<file path="src/rtl/sc_bitstream_gen.sv">
// sc_bitstream_gen
//
// Stochastic-computing bitstream generator. Accepts an unsigned source value
// and a stream length over a valid/ready handshake, steps an external Sobol
// RNG in Gray-code order (rng_en_o / rng_idx_o) and emits one unipolar bit
// per transfer: bit_out_o = (src > rng_val_i). Downstream backpressure via
// out_ready_i stalls the stream without advancing the RNG.
//
// Optional feature macro: SC_BSGEN_ONES_CNT_EN
//   defined   -> ones_cnt_o counts 1 bits of the current/last stream
//   undefined -> no counter register, ones_cnt_o tied to 0
//
// Ports:
//   clk_i        clock
//   rst_n_i      synchronous active-low reset
//   in_valid_i   source request valid
//   in_ready_o   block can accept a request (IDLE only)
//   in_data_i    unsigned source value
//   in_len_i     stream length in bits, 0..2^RWID
//   rng_en_o     RNG enable, high only on transfer cycles
//   rng_idx_o    RNG direction-vector index (least-significant 0 of seq)
//   rng_val_i    current RNG output
//   bit_valid_o  bit_out_o is valid (RUN)
//   out_ready_i  consumer accepts a bit
//   bit_out_o    stochastic bit
//   done_o       one-cycle pulse when a stream completes
//   ones_cnt_o   number of 1 bits emitted in the current or last stream
//
// state | meaning
// IDLE  | waiting for a request, in_ready_o high
// RUN   | emitting bits, one per accepted transfer
// DONE  | one-cycle completion pulse, then back to IDLE

module sc_bitstream_gen #(
    parameter int RWID = 8,
    parameter int RWL2 = $clog2(RWID)
) (
    input  logic            clk_i,
    input  logic            rst_n_i,
    input  logic            in_valid_i,
    output logic            in_ready_o,
    input  logic [RWID-1:0] in_data_i,
    input  logic [RWID:0]   in_len_i,
    output logic            rng_en_o,
    output logic [RWL2-1:0] rng_idx_o,
    input  logic [RWID-1:0] rng_val_i,
    output logic            bit_valid_o,
    input  logic            out_ready_i,
    output logic            bit_out_o,
    output logic            done_o,
    output logic [RWID:0]   ones_cnt_o
);

    typedef enum logic [1:0] {
        S_IDLE = 2'd0,
        S_RUN  = 2'd1,
        S_DONE = 2'd2
    } state_t;

    state_t          state_q, state_d;
    logic [RWID-1:0] src_q, src_d;
    logic [RWID:0]   len_q, len_d;
    logic [RWID:0]   bcnt_q, bcnt_d;
    // Free-running across streams so consecutive streams continue the sequence.
    logic [RWID-1:0] seq_q, seq_d;

`ifdef SC_BSGEN_ONES_CNT_EN
    localparam logic [RWID:0] ONES_MAX = {1'b1, {RWID{1'b0}}};
    logic [RWID:0]   ones_q, ones_d;
`endif

    // Index of the least-significant zero in seq; all-ones maps to RWID-1.
    always_comb begin
        rng_idx_o = RWL2'(RWID - 1);
        for (int i = RWID - 1; i >= 0; i--) begin
            if (!seq_q[i]) begin
                rng_idx_o = RWL2'(i);
            end
        end
    end

    always_comb begin
        state_d     = state_q;
        src_d       = src_q;
        len_d       = len_q;
        bcnt_d      = bcnt_q;
        seq_d       = seq_q;
`ifdef SC_BSGEN_ONES_CNT_EN
        ones_d      = ones_q;
`endif
        in_ready_o  = 1'b0;
        bit_valid_o = 1'b0;
        done_o      = 1'b0;
        rng_en_o    = 1'b0;
        bit_out_o   = (src_q > rng_val_i);

        unique case (state_q)
            S_IDLE: begin
                in_ready_o = 1'b1;
                if (in_valid_i) begin
                    src_d   = in_data_i;
                    len_d   = in_len_i;
                    bcnt_d  = '0;
`ifdef SC_BSGEN_ONES_CNT_EN
                    ones_d  = '0;
`endif
                    state_d = (in_len_i == '0) ? S_DONE : S_RUN;
                end
            end
            S_RUN: begin
                bit_valid_o = 1'b1;
                if (out_ready_i) begin
                    rng_en_o = 1'b1;
                    bcnt_d   = bcnt_q + 1'b1;
                    seq_d    = seq_q + 1'b1;
`ifdef SC_BSGEN_ONES_CNT_EN
                    if (bit_out_o && (ones_q != ONES_MAX)) begin
                        ones_d = ones_q + 1'b1;
                    end
`endif
                    if ((bcnt_q + 1'b1) == len_q) begin
                        state_d = S_DONE;
                    end
                end
            end
            S_DONE: begin
                done_o  = 1'b1;
                state_d = S_IDLE;
            end
            default: begin
                state_d = S_IDLE;
            end
        endcase
    end

    always_ff @(posedge clk_i) begin
        if (!rst_n_i) begin
            state_q <= S_IDLE;
            src_q   <= '0;
            len_q   <= '0;
            bcnt_q  <= '0;
            seq_q   <= '0;
        end else begin
            state_q <= state_d;
            src_q   <= src_d;
            len_q   <= len_d;
            bcnt_q  <= bcnt_d;
            seq_q   <= seq_d;
        end
    end

`ifdef SC_BSGEN_ONES_CNT_EN
    always_ff @(posedge clk_i) begin
        if (!rst_n_i) begin
            ones_q <= '0;
        end else begin
            ones_q <= ones_d;
        end
    end

    assign ones_cnt_o = ones_q;
`else
    assign ones_cnt_o = '0;
`endif

endmodule

</file>
<file path="config.mk">
export PLATFORM = sky130hd
export DESIGN_NAME = sc_bitstream_gen
export DESIGN_NICKNAME = d
export VERILOG_FILES = /design/src/rtl/sc_bitstream_gen.sv
export SDC_FILE = /design/constraint.sdc
export NUM_CORES = 1
export LEC_CHECK = 0
export ABC_AREA = 1
export BUFFER_PORTS_ARGS = -buffer_cell sky130_fd_sc_hd__buf_2
export CELL_PAD_IN_SITES_DETAIL_PLACEMENT = 0
export CELL_PAD_IN_SITES_GLOBAL_PLACEMENT = 1
export CORE_ASPECT_RATIO = 1.75
export CORE_MARGIN = 5
export CORE_UTILIZATION = 37
export DETAILED_ROUTE_END_ITERATION = 8
export GPL_TIMING_DRIVEN = 0
export PLACE_DENSITY_LB_ADDON = 0.1
export SLEW_MARGIN = 5
export SYNTH_ARGS = -nofsm -noshare
export SYNTH_HDL_FRONTEND = slang
export SYNTH_SLANG_ARGS = --single-unit
</file>
<file path="constraint.sdc">
create_clock -name clk_i -period 1.9 [get_ports clk_i]
set_input_delay 0.19 -clock clk_i [delete_from_list [all_inputs] [get_ports clk_i]]
set_output_delay 0.19 -clock clk_i [all_outputs]
set_load 0.01 [all_outputs]
</file>
After elaboration in Yosys (flattened, before gate mapping)
Cells that the tools add are included.

storage, ports and cells
  logic and storage cells = 41
  output and inout bits = 17
  bits in registers = 36

operators by class
  reductions and logical operators = 7
  eq/ne operators = 6
  muxes and demuxes = 20
  add/subtract/negate cells = 2
  $lt $le $gt $ge = 1

operators by type and width
  cell                                            count
  two-way mux 3 bit                               6
  two-way mux 9 bit                               2
  one-hot mux 9 bit (2 select lines)              1
  adder 9 x 1 -> 9 bit (second input constant)    1
  == test 9 bit                                   1
  logical NOT 9 bit                               1
  adder 8 x 1 -> 8 bit (second input constant)    1
  > comparator 8 bit                              1
  two-way mux 2 bit                               4
  two-way mux 1 bit                               6
  inequality test 2 bit (second input constant)   3
  AND reduction 3 bit                             2
  one-hot mux 2 bit (2 select lines)              1
  AND reduction 2 bit                             2
  == test 2 x 1 -> 1 bit (second input constant)  1
  == test 2 bit (second input constant)           1
  logical NOT 2 bit                               1
  nonzero test 2 bit                              1

Logic depth before layout (Yosys ltp)
  depth after elaboration = 7
  depth in mapped cells = 12
  depth with buffers taken out = 12

Least setup slack after synthesis
Ideal clock, no wire load.

  kind = reg-to-output
  from = reg src_q[3]
  to = out bit_out_o
  required time = 1.710 ns
  slack = 0.386 ns
  path buffers = 0
  stages on the path, launching flop included = 7
  arrival time = 1.324 ns
  cells stage by stage = dfxtp_1 -> ha_1 -> nand2_1 -> o21ai_0 -> a21oi_1 -> or2_2 -> a31oi_1

between the ends
  word-level cells in the longest chain between the ends = 1

RTL lines
  item                    line  source
  start, declared         61    logic [RWID-1:0] src_q, src_d;
  start signal, assigned  145   src_q <= src_d;
  > comparator 8 bit      95    bit_out_o = (src_q > rng_val_i);
  end, declared           49    output logic bit_out_o,

No other way between the ends.

Worst setup path after layout
  from = reg src_q[1]
  to = out bit_out_o

Same word-level chain as after synthesis.

==> results.md <==
* Sequential share of the synthesized area at 35.0%
* Hold slack at 157 ps
* Setup TNS at 0 ps
* Root buffer cell: clkbuf_8
* Die ar. at 0.00705 mm²
* Max incr delay on CP at 340 ps
* Async S/R FF share, synth at 0%
* Fin nets at 389
* Max-slew violation count at 0
* Clk_lat worst skew at 290 ps
* Peak supply drop at 0.367 mV
* Unrepaired setup endpoints after global routing: true
* Iteration count of the initial detailed-routing pass at 4
* Reg-to-Reg Start: bcnt_q[0]
* Port Buf Inserts at 36
* Placed Area at 0.00228 mm²
* PwrDens at 706 mW/mm²
* Data required, critical path at 1710 ps
* FF+latch count, synth at 35
* Vias per std cell at 4.76
* Pwr Total at 1.75 mW
* Antenna Cells at 0
* Final Setup Violations at 0
* Overall global routing resource usage at 15.0%
* Filler Cells Inserted at 583
* CTS sink cnt at 35
* Max Cap Viol at 0
* Most numerous cell in the Yosys netlist: nand2_1
* WL/cell at 12.3 µm
* Number of I/O pins at 46
* Share of cells above drive strength 1 at 24.2%
* Worst Clk Skew at 6.12 ps
* Crit-path slowest cell: dfxtp_2
* Final Cell Area at 0.00247 mm²
* Synth Area in Simple Gates at 30.3%
* Initial Utilization at 38.1%
* CTS H-tree depth at 2
* XOR/XNOR share of the synthesized area at 0.874%
* Via count at 1,933
* Final Hold Vio Count at 0
* GRT overflow at 0
* Util after Layout at 47.1%
* Post-route minimum period at 1840 ps
* Largest family of logic cells by synthesized area: simple AND/OR/NAND/NOR gates
* Clock buffer depth at 2
* Synth top area cells: dfxtp_1 35%, nand2_1 12%, inv_1 7.1%, a21oi_1 6.7%, ha_1 6.2%
* Die H at 107 µm
* DRT antenna net count at 0
* Area of the placeable core at 0.00526 mm²
* Crit path DAT at 1650 ps
* Leak Pwr at 1.09 nW
* Synth Area in Adders at 6.24%
* CTS tree: done
* Initial antenna violation count at 0
* Status: finished clean
* Synth top area share at 35.0%
* Hold WC Path Type: in -> reg
* Setup crit end kind: output port
* Largest net degree at the start of global routing at 12
* Startpoint Class: register
* Placed cells at 397
* RD Place Congestion at 0.810
* Min-delay src: in_data_i[2]
* Fmax at 544 MHz
* Die width at 65.6 µm
* Fin cells at 406
* Worst slack, placed at 112 ps
* Average footprint of a synthesized cell at 6.73 µm²
* DP HPWL at 3980 µm
* Syn Inst Count at 298
* EDFF count, synth at 0
* Distinct cells, synth at 27
* Worst r2r path cells at 12
* Ys flop type: dfxtp_1
* Yosys warns at 0
* Residual DRC at 0
* Hold_buf cts at 0
* Dominant cell type by area after synthesis: dfxtp_1
* Synth top cells by count: 62 x nand2_1, 38 x inv_1, 35 x dfxtp_1
* Critical path startpoint: src_q[1]
* Maximum fanout along the worst path at 2
* Fin crit share at 96.8%
* Hold depth at 3
* Rows at 35
* Final worst slack at 61.3 ps
* Mux cell area share after synthesis at 0%
* DRT Wirelength at 5010 µm
* First-pass GRT wire length at 8200 µm
* Critical path class: reg -> out
* Clock Pin Slew Worst Setup and Hold Paths at 70 ps
* Iteration-0 DRC Markers at 37
* Area Overhead vs Synth at 23.4%
* Post-synthesis cell area at 0.00200 mm²
* Cell Chain, Critical Path: ha_4, a21oi_1, o21ai_2, a21oi_2, or2_4, a31oi_4, buf_2
* Complex-gate fraction of the synthesized area at 15.4%
* Vias in the first global route at 1,823
* TritonCTS buffer count at 5
==> worst max-delay path, delay by kind of cell, from the launching register on <==
family	cells	cell delay [ps]
compound gates	4	380
buf+inv	1	140
flops	1	340
simple gates	1	230
fa+ha+maj	1	260
==> cells by family (layout without fill, tap and decap cells) <==
logic type,count (synthesis),count (layout)
xor gates and xnor gates,2,2
AOI/OAI and AO/OA,58,58
and+or+nand+nor,137,137
other,1,9
adders and majority gates,10,10
buffers and inverters,55,100
DFF,35,35
==> area by class of cell <==
| class | instances | area (µm²) | area share [%] |
|---|---|---|---|
| Multi-Input combinational cell | 216 | 1170 | 47.1 |
| Sequential cell | 35 | 704 | 28.5 |
| Timing Repair Buffer | 37 | 188 | 7.59 |
| Inverter | 39 | 146 | 5.92 |
| Clock buffer | 7 | 96.3 | 3.89 |
| Buffer | 16 | 96.3 | 3.89 |
| Tap cell | 55 | 68.8 | 2.78 |
| Clock inverter | 1 | 7.51 | 0.303 |
==> what timing repair did <==
item                                    CTS  global route
endpoints found under the setup margin    1             4
pin swaps                                 5             5
gates resized for setup                   7             9
buffers inserted                          0             1
==> power breakdown <==
group / switching, mW / total [mW] / leakage, nW / internal, mW
registers: 0.0308 / 0.811 / 0.287 / 0.780
clock network: 0.275 / 0.604 / 0.0505 / 0.330
logic: 0.189 / 0.331 / 0.754 / 0.142
total: 0.495 / 1.75 / 1.09 / 1.25
==> flip-flops by register name, indices dropped and copies added, names as in the netlist <==
signal and cells:
bcnt_q 9, state_q 2, seq_q 7, len_q 9, src_q 8
==> path summary, 6_finish.rpt <==
check | end | slack (ps)
worst max register to register | state_q[0] | 190
worst max-delay path | bit_out_o | 60
worst min-delay path | src_q[2] | 160
worst min register to register | src_q[0] | 470
==> per-layer routing <==
layer | global-route usage [%] | routed length (µm)
met1 | 16.4 | 2020
met2 | 26.8 | 2660
met3 | 2.72 | 183
met4 | 7.72 | 151
met5 | 0 | 0
==> cell usage in the layout (no fill, tap or decap), types with 2 or more instances in the layout <==
cell type  instances
nand2_2            4
buf_2             38
o21ai_2            2
a21oi_2            2
a31oi_1            2
inv_1             38
a21oi_1           26
dfxtp_1           32
clkbuf_8           7
nor3_1             7
nand3_1           19
nor2_2             5
nor2_1            33
buf_4             10
dfxtp_2            3
nor2_4             2
nand3_2            2
clkbuf_1           5
nand3b_1           2
nand2_1           60
ha_4               3
conb_1             9
o21ai_0           24
ha_1               6
(Power assumes the default switching activity.)
